<file path="src/rtl/mem_arb_pkg.sv">
// Shared constants, state encoding and select helpers for mem_req_arbiter3.
package mem_arb_pkg;

  localparam int unsigned NUM_REQ = 3;

  localparam logic [1:0] SEL_IN0 = 2'b00;
  localparam logic [1:0] SEL_IN1 = 2'b01;
  localparam logic [1:0] SEL_IN2 = 2'b10;

  typedef enum logic [1:0] {
    IDLE = 2'b00,
    REQ  = 2'b01,
    RESP = 2'b10
  } state_t;

  // (sel + 1) mod 3; an illegal 11 folds back to requester 0.
  function automatic logic [1:0] sel_next(input logic [1:0] sel);
    case (sel)
      SEL_IN0: return SEL_IN1;
      SEL_IN1: return SEL_IN2;
      default: return SEL_IN0;
    endcase
  endfunction

  function automatic logic [2:0] sel_onehot(input logic [1:0] sel);
    case (sel)
      SEL_IN0: return 3'b001;
      SEL_IN1: return 3'b010;
      SEL_IN2: return 3'b100;
      default: return 3'b000;
    endcase
  endfunction

endpackage

</file>
<file path="src/rtl/mux3.sv">
// Three-input select mux with the standard 00/01/10 encoding.
module mux3
  import mem_arb_pkg::*;
#(
  parameter int unsigned N = 32
) (
  input  logic [1:0]   sel,
  input  logic [N-1:0] in0,
  input  logic [N-1:0] in1,
  input  logic [N-1:0] in2,
  output logic [N-1:0] out
);

  always_comb begin
    case (sel)
      SEL_IN1: out = in1;
      SEL_IN2: out = in2;
      default: out = in0;
    endcase
  end

endmodule

</file>
<file path="src/rtl/mem_req_arbiter3.sv">
// Three-way arbiter for the shared memory port: one transaction at a time.
// Build with MEM_ARB_RR_EN for round robin; default is fixed priority 0 > 1 > 2.
module mem_req_arbiter3
  import mem_arb_pkg::*;
#(
  parameter int unsigned ADDR_W = 32,
  parameter int unsigned DATA_W = 32
) (
  input  logic              clk,
  input  logic              rst,
  input  logic [2:0]        req_valid,
  output logic [2:0]        req_ready,
  input  logic [ADDR_W-1:0] req_addr0,
  input  logic [ADDR_W-1:0] req_addr1,
  input  logic [ADDR_W-1:0] req_addr2,
  input  logic [DATA_W-1:0] req_wdata0,
  input  logic [DATA_W-1:0] req_wdata1,
  input  logic [DATA_W-1:0] req_wdata2,
  input  logic [2:0]        req_we,
  output logic [2:0]        resp_valid,
  output logic [DATA_W-1:0] resp_data,
  output logic              mem_req_valid,
  input  logic              mem_req_ready,
  output logic [ADDR_W-1:0] mem_req_addr,
  output logic [DATA_W-1:0] mem_req_wdata,
  output logic              mem_req_we,
  input  logic              mem_resp_valid,
  input  logic [DATA_W-1:0] mem_resp_data,
  output logic [1:0]        grant_sel
);

  state_t     state, state_nxt;
  logic [1:0] winner;
  logic       we_mux;

`ifdef MEM_ARB_RR_EN
  logic [1:0] ptr;

  always_comb begin
    logic [1:0] cand;
    logic       found;
    winner = ptr;
    cand   = ptr;
    found  = 1'b0;
    for (int unsigned i = 0; i < NUM_REQ; i++) begin
      if (!found && ((req_valid & sel_onehot(cand)) != '0)) begin
        winner = cand;
        found  = 1'b1;
      end
      cand = sel_next(cand);
    end
  end

  always_ff @(posedge clk or posedge rst) begin
    if (rst)
      ptr <= SEL_IN0;
    else if (state == RESP && mem_resp_valid)
      ptr <= sel_next(grant_sel);
  end
`else
  always_comb begin
    if (req_valid[0])      winner = SEL_IN0;
    else if (req_valid[1]) winner = SEL_IN1;
    else                   winner = SEL_IN2;
  end
`endif

  always_ff @(posedge clk or posedge rst) begin
    if (rst) begin
      state     <= IDLE;
      grant_sel <= SEL_IN0;
    end else begin
      state <= state_nxt;
      if (state == IDLE && req_valid != '0)
        grant_sel <= winner;
    end
  end

  always_comb begin
    state_nxt = state;
    case (state)
      IDLE:    if (req_valid != '0) state_nxt = REQ;
      REQ:     if (mem_req_ready)   state_nxt = RESP;
      RESP:    if (mem_resp_valid)  state_nxt = IDLE;
      default: state_nxt = IDLE;
    endcase
  end

  // Write enable is qualified by REQ so it reads 0 whenever no request is on the port.
  always_comb begin
    mem_req_valid = (state == REQ);
    mem_req_we    = (state == REQ) & we_mux;
    req_ready     = (state == REQ && mem_req_ready) ? sel_onehot(grant_sel) : '0;
    resp_valid    = (state == RESP && mem_resp_valid) ? sel_onehot(grant_sel) : '0;
  end

  assign resp_data = mem_resp_data;

  mux3 #(.N(ADDR_W)) u_addr_mux (
    .sel (grant_sel),
    .in0 (req_addr0),
    .in1 (req_addr1),
    .in2 (req_addr2),
    .out (mem_req_addr)
  );

  mux3 #(.N(DATA_W)) u_wdata_mux (
    .sel (grant_sel),
    .in0 (req_wdata0),
    .in1 (req_wdata1),
    .in2 (req_wdata2),
    .out (mem_req_wdata)
  );

  mux3 #(.N(1)) u_we_mux (
    .sel (grant_sel),
    .in0 (req_we[0]),
    .in1 (req_we[1]),
    .in2 (req_we[2]),
    .out (we_mux)
  );

endmodule

</file>
<file path="config.mk">
export PLATFORM = sky130hd
export DESIGN_NAME = mem_req_arbiter3
export DESIGN_NICKNAME = d
export VERILOG_FILES = /design/src/rtl/mem_arb_pkg.sv /design/src/rtl/mux3.sv /design/src/rtl/mem_req_arbiter3.sv
export SDC_FILE = /design/constraint.sdc
export NUM_CORES = 1
export LEC_CHECK = 0
export BUFFER_PORTS_ARGS = -buffer_cell sky130_fd_sc_hd__buf_2
export CORE_AREA = 2 2 131 133
export CTS_CLUSTER_SIZE = 24
export DETAILED_ROUTE_END_ITERATION = 10
export DIE_AREA = 0 0 133 135
export MAX_ROUTING_LAYER = met4
export SLEW_MARGIN = 20
export SYNTH_ARGS = -nofsm -noshare
export SYNTH_HDL_FRONTEND = slang
export SYNTH_SLANG_ARGS = --single-unit
export TNS_END_PERCENT = 1
</file>
<file path="constraint.sdc">
create_clock -name clk -period 2.2 [get_ports clk]
set_clock_uncertainty 0.2 [all_clocks]
set_input_delay 0.44 -clock clk [delete_from_list [all_inputs] [get_ports clk]]
set_output_delay 0.44 -clock clk [all_outputs]
set_load 0.01 [all_outputs]
</file>
* Word-level counts from Yosys, hierarchy flattened
Index checks and enable logic that the tools add are counted.
** Word-level totals
- Logic and storage cells :: 29
- Bits in registers :: 4
- Input port bits :: 234
** Operators by class
- Muxes and demuxes :: 12
- Bitwise logic cells :: 1
- Equality and inequality tests :: 7
- Reductions and logical operators :: 7
** Operator list (count)
- $pmux 32 s2 :: 2
- $mux 2 :: 5
- $pmux 3 s3 :: 1
- $mux 3 :: 2
- $pmux 2 s3 :: 1
- $eq 2x1->1 const B :: 2
- $eq 2x2->1 const B :: 2
- $logic_not 2->1 :: 2
- $ne 2x1->1 const B :: 2
- $logic_and 1x1->1 :: 3
- $reduce_and 3->1 :: 1
- $reduce_bool 3->1 :: 1
- $ne 2x2->1 const B :: 1
- $pmux 1 s2 :: 1
- $and 1x1->1 :: 1

* Logic depth before layout (Yosys ltp)
Gate-level depths: netlist of the first run.
- Depth in word-level cells :: 3
- Mapped depth :: 6
- Gate-level depth less buffers :: 4

* By module
From an unflattened synthesis of the first run, not the netlist that was laid out.
** Second synthesis, totals
- Cells, all modules :: 296
- Area, all modules :: 1841.8 sq um
** Modules (own cells, without submodules)
- mux3 (u_addr_mux ...) :: times used 2, area each 636.9 sq um, cells an instance 113, seq. area each 0.0 sq um
- mem_req_arbiter3 :: times used 1, area each 519.2 sq um, cells an instance 63, seq. area each 100.1 sq um
- mux3 (u_we_mux) :: times used 1, area each 48.8 sq um, cells an instance 7, seq. area each 0.0 sq um

* Worst setup path after synthesis of the first run
No wires, ideal clock.
- Path kind :: reg-to-output
- Start point :: register grant_sel[0]
- End point :: output mem_req_addr[0]
- Cell stages (with the launch flop) :: 7
- Data arrival time :: 1.422 ns
- Path slack :: 0.138 ns
- Required time :: 1.560 ns
- Path buffers :: 2
- Cells stage by stage :: dfrtp_1 -> inv_1 -> ha_1 -> buf_2 -> buf_2 -> nor2_1 -> a21oi_1
** On the way
- Word-level cells in the longest chain between the ends :: 2
** Ends and longest elaborated chain
- start: declaration :: line mem_req_arbiter3.sv:29 : output logic [1:0] grant_sel
- start signal: assignment :: line mem_req_arbiter3.sv:75 : grant_sel <= winner;
- $eq 2x2->1 / $eq 2x1->1 (equally long branches) :: line mux3.sv:15 : case (sel)
- $pmux 32 s2 * :: line mux3.sv:15
- end: declaration :: line mem_req_arbiter3.sv:24 : output logic [ADDR_W-1:0] mem_req_addr,
Every way passes the cells marked *; elsewhere a longest branch is shown, timed or not.

* Worst setup path after layout of the first run
- Start point :: register grant_sel[1]
- End point :: output mem_req_wdata[22]
** On the way
- Word-level cells in the longest chain between the ends :: 2
** Ends and longest elaborated chain
- $eq 2x2->1 / $eq 2x1->1 (equally long branches) :: line mux3.sv:15
- $pmux 32 s2 * :: line mux3.sv:15
- end: declaration :: line mem_req_arbiter3.sv:25 : output logic [DATA_W-1:0] mem_req_wdata,
Marks and branches as above.

==> results of run 1 <==
## worst max path at each step
stage	startpoint	end	slack [ns]	cells after the start
global placement	grant_sel[1]	mem_req_wdata[19]	0.09	6
detailed placement	grant_sel[0]	mem_req_wdata[1]	0.11	6
global route	grant_sel[0]	mem_req_addr[3]	-0.11	6
CTS	grant_sel[1]	mem_req_wdata[12]	-0.07	6
finish	grant_sel[1]	mem_req_wdata[22]	-0.05	7
floorplan	grant_sel[0]	mem_req_addr[0]	0.14	6
## cell usage in the layout, fill, tap and decap left out, types with 4 or more instances in the layout
cell and n:
a21oi_1 55, a21oi_2 13, a22oi_1 60, a22oi_2 5, buf_12 7, buf_2 275, buf_4 7, clkbuf_16 7
dfrtp_1 4, nor2_1 64
## per-layer routing
layer,track usage [%],vias to the layer above
li1,-,1494
met1,12.11,1432
met2,18.25,224
met3,2.477,14
met4,1.912,0
met5,-,-
## stage by stage
step | hold slack, ns | total power, W
floorplan | 0.006082 | 0.002928
global placement | 0.1340 | 0.004624
detailed placement | 0.1271 | 0.004627
CTS | 0.2434 | 0.005933
global route | 0.2708 | 0.006622
finish | 0.2395 | 0.006110
## worst max-delay path: cells and delay by family, from the launching register on
kind | cells | cell delay, ns
compound gates | 1 | 0.05
buf+inv | 4 | 0.60
fa+ha+maj | 1 | 0.22
simple gates | 1 | 0.14
flops | 1 | 0.37
## sequential cells by signal, summed over array words and instances, names as in the netlist
register and flops:
grant_sel 2, state 2
## report_power, final
group	total (W)	switching, W	leakage, nW	internal (W)
clock	0.000279	0.0000475	0.0370	0.000232
combinational	0.00570	0.00313	1.72	0.00257
sequential	0.000136	0.0000272	0.0498	0.000108
total	0.00611	0.00320	1.81	0.00291
## cell families after synthesis
kind of cell / synth area share, %
compound gates: 49.75
fa+ha+maj: 2.888
buf+inv: 23.75
flops: 5.776
simple gates: 17.83
## layout make-up
cell class | instances | area [µm²] | area share (%)
tap | 220 | 275.3 | 7.708
sequential | 4 | 100.1 | 2.803
timing repair buffer | 297 | 1762 | 49.33
inverter | 5 | 18.77 | 0.5256
clock buffer | 3 | 75.07 | 2.102
multi-input combinational | 218 | 1338 | 37.46
antenna | 1 | 2.502 | 0.07008
## repair_timing
item                                    CTS  global route
resized for setup                        23             7
pin swaps                                 1             2
hold endpoints to repair                  4             0
hold buffers                              1             0
endpoints found under the setup margin   65            65
setup buffers                             4             4
gates cloned                              4             4
==> metrics.cfg, run 1 <==
[status]
outcome=finished, violations left
violations=setup timing

[sta]
rsz0062_at_grt=true
timing.final.crit_share_pct=102.3
finalMaxSlewViolations=0
setup_ws_ns=-0.05015
finalSetupTns_ns=-0.6234
period_minus_slack_ns=2.250
max_freq_mhz=444.4
final-setup-viol-count=33
max_slew_margin_pct=84.08
worst_pin_slew_ns=0.2388
finalHoldViolCount=0

[die]
die_h_um=135
die_area_um2=17960
num_io_pins=340
core_um2=16410
start_util_pct=10.56
fp.dieW_um=133
num_rows=47

[clock_network]
clk_latency_ns=0.22
cts_buffers=3
cts_sinks=4
cts_tree=done
h-tree-depth=1
clk_pin_slew_ns=0.03
root_buffer=clkbuf_16
clock_path_buffers=2

[synthesis]
async_flop_share_pct=100.0
ys_ff_latch=4
synth.top_cell.area_share_pct=28.16
synth_cells=287
seq_area_frac_synth_pct=5.776
synth_edf_count=0
synthTopCellsByCount=a21oi_1, nor2_1, a22oi_1
synth.area.top_cells=a22oi_1, a21oi_1, buf_4
synth_area_um2=1733
ys_types=18
synth.avg_cell_area_um2=6.038
syn-num-nets=525
yosysTopAreaCell=a22oi_1
yosys_most_used_dff=dfrtp_1
yosysMostFrequentCell=a21oi_1
yosysWarnings=0

[drt]
via_per_inst=4.230
ant_nets=0
met2_length_um=5381
drt_first_iter_violations=216
highest_layer=met4
remaining_drc_errors=0
routedWlPerCell_um=14.74
wirelength_um=11030
dr.pass1.iters=4
met3_wirelength_um=1145
wl_met1_um=4387
vias=3164

[hold_path]
holdPathStages=2
hp-class=primary input to register
min_from=mem_resp_valid
worstHoldEndpoint=state[1]

[pwr]
powerDensity_nw_per_um2=1711
peakVddDrop_v=0.0005933
leakage_nw=1.810

[cells_and_area]
stdcell_area_um2=3571
nFillCells=1829
fin_util_pct=21.76
fin_cells=748
drive_gt1_share_pct=61.67
fin_nets=767
syn_to_final_growth_pct=106.1

[placed_design]
numPortBuffers=275
placed_area_um2=3144
routabilityCongestion=0.7589
dp_cells=730
dp_hpwl_um=7551
dp_slack_ns=0.1144

[setup_path]
crit_path_cell_trace=inv_2 -> ha_4 -> buf_4 -> clkbuf_16 -> nor2_1 -> a21oi_1 -> buf_2
reg2reg_to=grant_sel[0]
crit_path_end_kind=output port
rrSetupSlack_ns=0.92
r2r_start=state[0]
slowest_stage=dfrtp_1
worstRegToRegCells=3
worstSetupPathType=register to output port
arrival_ns=1.61
crit_fanout=8
cp-start-kind=register
worstPathRequired_ns=1.56
critical-path-max-stage-delay_ns=0.37

[grt]
grt_max_degree=37
grt_usage_pct=10.36
antenna_found_initial=1
grt_first_pass_wirelength_um=14400
grt-ovfl-total=0
grt_pass1_vias=2762

[flow_run]
cap_violations=0

(Power assumes the default switching activity.)
==> run 2: changes to the inputs <==
--- a/config.mk
+++ b/config.mk
@@ -6,11 +6,13 @@
 export NUM_CORES = 1
 export LEC_CHECK = 0
 export BUFFER_PORTS_ARGS = -buffer_cell sky130_fd_sc_hd__buf_2
+export CAP_MARGIN = 0
 export CORE_AREA = 2 2 131 133
 export CTS_CLUSTER_SIZE = 24
 export DETAILED_ROUTE_END_ITERATION = 10
 export DIE_AREA = 0 0 133 135
 export MAX_ROUTING_LAYER = met4
+export SKIP_CTS_REPAIR_TIMING = 1
 export SLEW_MARGIN = 20
 export SYNTH_ARGS = -nofsm -noshare
 export SYNTH_HDL_FRONTEND = slang
==> run 2 against run 1 <==
Against the previous run:
- register-to-register slack about the same
- critical path depth unchanged
- global-route usage decreased by 1.4 points
- fmax decreased by 2.0%
- power increased by 7.8%
- final area increased by 4.2%
- die area unchanged
- the run still ends with setup timing left
- largest power group unchanged
==> metrics.cfg, run 2 (synthesis results as in run 1) <==
[status]
outcome=finished, violations left  ; unchanged
violations=setup timing  ; unchanged

[setup_path]
worstRegToRegCells=3  ; unchanged
r2r_start=state[0]  ; unchanged
worstSetupPathType=register to output port  ; unchanged
reg2reg_to=grant_sel[0]  ; unchanged
crit_path_cell_trace=inv_2 -> ha_4 -> buf_12 -> buf_12 -> buf_6 -> a21oi_1 -> buf_2  ; was inv_2 -> ha_4 -> buf_4 -> clkbuf_16 -> nor2_1 -> a21oi_1 -> buf_2
slowest_stage=dfrtp_1  ; unchanged
path_buf_inv=5  ; was 4
rrSetupSlack_ns=0.91  ; was 0.92 ns
arrival_ns=1.66  ; was 1.61 ns
crit_fanout=16  ; was 8
worstPathRequired_ns=1.56  ; about the same
cp-start-kind=register  ; unchanged
critical-path-max-stage-delay_ns=0.37  ; about the same
path_common_cell=buf_12
crit_path_end_kind=output port  ; unchanged
crit_family=buffers and inverters  ; unchanged

[cells_and_area]
mostFrequentLayoutCells=buf_2, nor2_1, a22oi_1  ; unchanged
final_common_cell=buf_2  ; unchanged
fin_util_pct=22.68  ; was 21.76%
syn_to_final_growth_pct=114.7  ; was 106.1%
drive_gt1_share_pct=65.34  ; was 61.67%
top_regs=grant_sel (2), state (2)  ; unchanged
fin_cells=749  ; was 748
fin_nets=768  ; was 767

[grt]
grt_max_degree=66  ; was 37
grt_pass1_vias=2552  ; was 2762
grt-ovfl-total=0  ; unchanged
grt_usage_pct=8.969  ; was 10.36%
grt_first_pass_wirelength_um=12770  ; was 14400 µm
antenna_found_initial=1  ; unchanged

[drt]
vias=3121  ; was 3164
via_per_inst=4.167  ; was 4.230
drt_first_iter_violations=177  ; was 216
dr.pass1.iters=4  ; unchanged
routedWlPerCell_um=14.82  ; was 14.74 µm
remaining_drc_errors=0  ; unchanged
wirelength_um=11100  ; was 11030 µm
ant_nets=0  ; unchanged

[die]
start_util_pct=10.56  ; unchanged
num_rows=47  ; unchanged
num_io_pins=340  ; unchanged
fp.dieW_um=133  ; unchanged
core_um2=16410  ; unchanged
die_area_um2=17960  ; unchanged
die_h_um=135  ; unchanged

[sta]
finalSetupTns_ns=-3.953  ; was -0.6234 ns
final-setup-viol-count=64  ; was 33
worst_pin_slew_ns=0.3229  ; was 0.2388 ns
timing.final.crit_share_pct=104.4  ; was 102.3%
finalMaxSlewViolations=0  ; unchanged
max_slew_margin_pct=78.47  ; was 84.08%
finalHoldViolCount=0  ; unchanged
setup_ws_ns=-0.09604  ; was -0.05015 ns
max_freq_mhz=435.5  ; was 444.4 MHz
period_minus_slack_ns=2.296  ; was 2.250 ns
rsz0062_at_grt=true  ; unchanged

[placed_design]
routabilityCongestion=0.7589  ; unchanged
dp_hpwl_um=7551  ; unchanged
dp_cells=730  ; unchanged
numPortBuffers=275  ; unchanged
dp_slack_ns=0.1144  ; unchanged

[pwr]
design_power_total_w=0.006587  ; was 0.006110 W
peakVddDrop_v=0.0005852  ; was 0.0005933 V
powerDensity_nw_per_um2=1770  ; was 1711 nW/µm²
leakage_nw=1.842  ; was 1.810 nW

[clock_network]
cts_sinks=4  ; unchanged
cts_buffers=3  ; unchanged
clk_latency_ns=0.22  ; about the same
root_buffer=clkbuf_16  ; unchanged
clock_path_buffers=2  ; unchanged
cts_tree=done  ; unchanged
h-tree-depth=1  ; unchanged
clk_pin_slew_ns=0.03  ; about the same

[hold_path]
min_from=mem_resp_valid  ; unchanged
hp-class=primary input to register  ; unchanged
holdPathStages=2  ; unchanged
worstHoldEndpoint=state[1]  ; unchanged

[flow_run]
cap_violations=0  ; unchanged

## run 2: cell count changes in the layout (fill, tap and decap cells not counted), sizes merged
cell | previous run | this run
clkbuf | 7 | 9
buf | 292 | 291
## run 2: final cells by class
cell class              instances  area (µm²)
repair buffers                298        1798
flip-flops and latches          4       100.1
clock buffers                   3       75.07
fillers                      1817       12690
diodes                          1       2.502
well taps                     220       275.3
inverters                       5       18.77
multi-input cells             218        1451
## run 2: worst max-delay path by stage
stage,depth (start not counted),startpoint,slack [ns],end
6_report,7,grant_sel[1],-0.1,mem_req_wdata[21]
4_1_cts,6,grant_sel[0],-0.13,mem_req_wdata[1]
5_1_grt,7,grant_sel[0],-0.15,mem_req_wdata[10]
2_1_floorplan,6,grant_sel[0],0.14,mem_req_addr[0]
3_3_place_gp,6,grant_sel[1],0.09,mem_req_wdata[19]
3_5_place_dp,6,grant_sel[0],0.11,mem_req_wdata[1]
## run 2: worst reg2reg max path, delay by kind of cell, from the launching register on
kind | cells | cell delay [ns]
simple gates | 1 | 0.23
flops | 1 | 0.40
compound gates | 2 | 0.35
## run 2: where the power goes
group | total, W | internal [W] | leakage [nW] | switching (W)
combinational | 0.00617 | 0.00282 | 1.76 | 0.00335
clock | 0.000279 | 0.000232 | 0.0370 | 0.0000474
sequential | 0.000135 | 0.000108 | 0.0498 | 0.0000272
total | 0.00659 | 0.00316 | 1.84 | 0.00342
## run 2: layer usage
layer | vias to the layer above | wire length [µm] | global-route usage (%)
met4 | 0 | 127 | 1.852
met1 | 1402 | 4602 | 10.36
met2 | 209 | 5378 | 15.60
met3 | 16 | 993 | 2.477
li1 | 1494 | - | -
met5 | - | 0 | -
## run 2: per-stage QoR
step	area, µm²	hold WS [ns]
3_5_place_dp	3144	0.1271
3_3_place_gp	3144	0.1340
4_1_cts	3219	-0.1063
5_1_grt	3721	0.2708
2_1_floorplan	1733	0.006082
6_report	3721	0.2416
==> run 3: changes to the inputs <==
--- a/config.mk
+++ b/config.mk
@@ -13,6 +13,7 @@
 export DIE_AREA = 0 0 133 135
 export MAX_ROUTING_LAYER = met4
 export SKIP_CTS_REPAIR_TIMING = 1
+export SKIP_LAST_GASP = 1
 export SLEW_MARGIN = 20
 export SYNTH_ARGS = -nofsm -noshare
 export SYNTH_HDL_FRONTEND = slang
==> run 3 against run 2 <==
Against the previous run:
- the run still ends with setup timing left
- highest routed layer unchanged
- worst setup slack improved by 0.00095 ns
- largest cell class unchanged
- utilization fell by 0.11 points
- clock power barely moved
- fmax barely moved
- critical path depth did not move
- via count rose by 0.58%
- non-clock buffer count did not move
==> metrics.cfg, run 3 (synthesis results as in run 1) <==
[clock_network]
clock_path_buffers=2  ; unchanged
clk_pin_slew_ns=0.03  ; about the same
h-tree-depth=1  ; unchanged
clk_latency_ns=0.22  ; about the same
cts_tree=done  ; unchanged
root_buffer=clkbuf_16  ; unchanged
cts_sinks=4  ; unchanged
cts_buffers=3  ; unchanged

[grt]
grt_first_pass_wirelength_um=12770  ; unchanged
antenna_found_initial=1  ; unchanged
grt-ovfl-total=0  ; unchanged
grt_pass1_vias=2552  ; unchanged
grt_usage_pct=8.969  ; unchanged
grt_max_degree=66  ; unchanged

[die]
fp.dieW_um=133  ; unchanged
die_h_um=135  ; unchanged
core_um2=16410  ; unchanged
die_area_um2=17960  ; unchanged
start_util_pct=10.56  ; unchanged
num_rows=47  ; unchanged
num_io_pins=340  ; unchanged

[drt]
vias=3139  ; was 3121
drt_first_iter_violations=144  ; was 177
routedWlPerCell_um=14.77  ; was 14.82 µm
dr.pass1.iters=5  ; was 4
remaining_drc_errors=0  ; unchanged
ant_nets=0  ; unchanged
wirelength_um=11070  ; was 11100 µm
via_per_inst=4.191  ; was 4.167

[pwr]
p_switching_w=0.003396  ; was 0.003423 W
peakVddDrop_v=0.0005845  ; was 0.0005852 V
leakage_nw=1.839  ; was 1.842 nW
switching_share_pct=52.00  ; was 51.96%
powerDensity_nw_per_um2=1764  ; was 1770 nW/µm²
power_frac_seq_pct=2.1  ; about the same
p_int_w=0.003135  ; was 0.003165 W
combinationalPowerShare_pct=93.6  ; was 93.7%
clkPwrFrac_pct=4.3  ; was 4.2%

[cells_and_area]
fin_nets=768  ; unchanged
mostFrequentLayoutCells=buf_2, nor2_1, a22oi_1  ; unchanged
final_common_cell=buf_2  ; unchanged
fin_cells=749  ; unchanged
syn_to_final_growth_pct=113.6  ; was 114.7%
top_regs=grant_sel (2), state (2)  ; unchanged
stdcell_area_um2=3702  ; was 3721 µm²
fin_util_pct=22.57  ; was 22.68%
drive_gt1_share_pct=64.77  ; was 65.34%

[setup_path]
worstRegToRegCells=3  ; unchanged
crit_fanout=16  ; unchanged
worstPathRequired_ns=1.56  ; about the same
rrSetupSlack_ns=0.91  ; about the same
crit_path_end_kind=output port  ; unchanged
arrival_ns=1.66  ; about the same
cp-start-kind=register  ; unchanged
r2r_start=state[0]  ; unchanged
worstSetupPathType=register to output port  ; unchanged
reg2reg_to=grant_sel[0]  ; unchanged

[placed_design]
dp_cells=730  ; unchanged
dp_hpwl_um=7551  ; unchanged
placed_area_um2=3144  ; unchanged
numPortBuffers=275  ; unchanged
routabilityCongestion=0.7589  ; unchanged

[sta]
hold_slack_ns=0.2416  ; about the same
setup_ws_ns=-0.09509  ; was -0.09604 ns
final-setup-viol-count=64  ; unchanged
max_freq_mhz=435.7  ; was 435.5 MHz
timing.final.crit_share_pct=104.3  ; was 104.4%
finalHoldViolCount=0  ; unchanged
rsz0062_at_grt=true  ; unchanged
finalMaxSlewViolations=0  ; unchanged
worst_pin_slew_ns=0.3275  ; was 0.3229 ns
period_minus_slack_ns=2.295  ; was 2.296 ns
max_slew_margin_pct=78.17  ; was 78.47%

[hold_path]
hp-class=primary input to register  ; unchanged
holdPathStages=2  ; unchanged
min_from=mem_resp_valid  ; unchanged
worstHoldEndpoint=state[1]  ; unchanged

[status]
outcome=finished, violations left  ; unchanged
violations=setup timing  ; unchanged

[flow_run]
cap_violations=0  ; unchanged

==> run 3: cell counts in the layout (fill, tap and decap cells not counted) <==
No cell type changed its count.
==> run 3: per-layer routing <==
layer,track usage [%],share of wire [%],up-vias
li1,-,-,1498
met1,10.36,40,1411
met2,15.60,49,216
met3,2.477,10,14
met4,1.852,1.0,0
met5,-,0,-
==> run 3: area by class of cell <==
| class | count | area, µm² |
|---|---|---|
| Multi-Input combinational cell | 218 | 1439 |
| Antenna cell | 1 | 2.502 |
| Inverter | 5 | 18.77 |
| Timing Repair Buffer | 298 | 1792 |
| Tap cell | 220 | 275.3 |
| Fill cell | 1819 | 12700 |
| Sequential cell | 4 | 100.1 |
| Clock buffer | 3 | 75.07 |
==> run 3: worst max path at each step <==
stage | startpoint | to | slack [ns] | depth (start not counted)
after global routing | grant_sel[0] | mem_req_wdata[10] | -0.14 | 7
after global placement | grant_sel[1] | mem_req_wdata[19] | 0.09 | 6
final | grant_sel[1] | mem_req_wdata[21] | -0.1 | 7
after floorplan | grant_sel[0] | mem_req_addr[0] | 0.14 | 6
after CTS | grant_sel[0] | mem_req_wdata[1] | -0.13 | 6
after detailed placement | grant_sel[0] | mem_req_wdata[1] | 0.11 | 6
==> run 3: power groups by stage <==
stage / combinational [W] / clock, W / sequential, W
after CTS: 0.00450 / 0.000283 / 0.000135
final: 0.00612 / 0.000279 / 0.000136
after floorplan: 0.00278 / 0 / 0.000146
after detailed placement: 0.00449 / 0 / 0.000136
after global routing: 0.00658 / 0.000292 / 0.000141
after global placement: 0.00449 / 0 / 0.000134
==> run 3: stage by stage <==
| stage | TNS (ns) | total power (W) | setup slack (ns) |
|---|---|---|---|
| 3_3_place_gp | 0 | 0.004624 | 0.09448 |
| 2_1_floorplan | 0 | 0.002928 | 0.1383 |
| 3_5_place_dp | 0 | 0.004627 | 0.1144 |
| 5_1_grt | -7.706 | 0.007017 | -0.1441 |
| 4_1_cts | -3.587 | 0.004923 | -0.1261 |
| 6_report | -3.881 | 0.006531 | -0.09509 |
==> run 3: worst max-delay path: stages, from the launching register on <==
cell and delay (ns):
dfrtp_1 0.37, inv_2 0.11, ha_4 0.24, buf_12 0.14, buf_12 0.12, buf_6 0.17
a21oi_1 0.14, buf_2 0.14
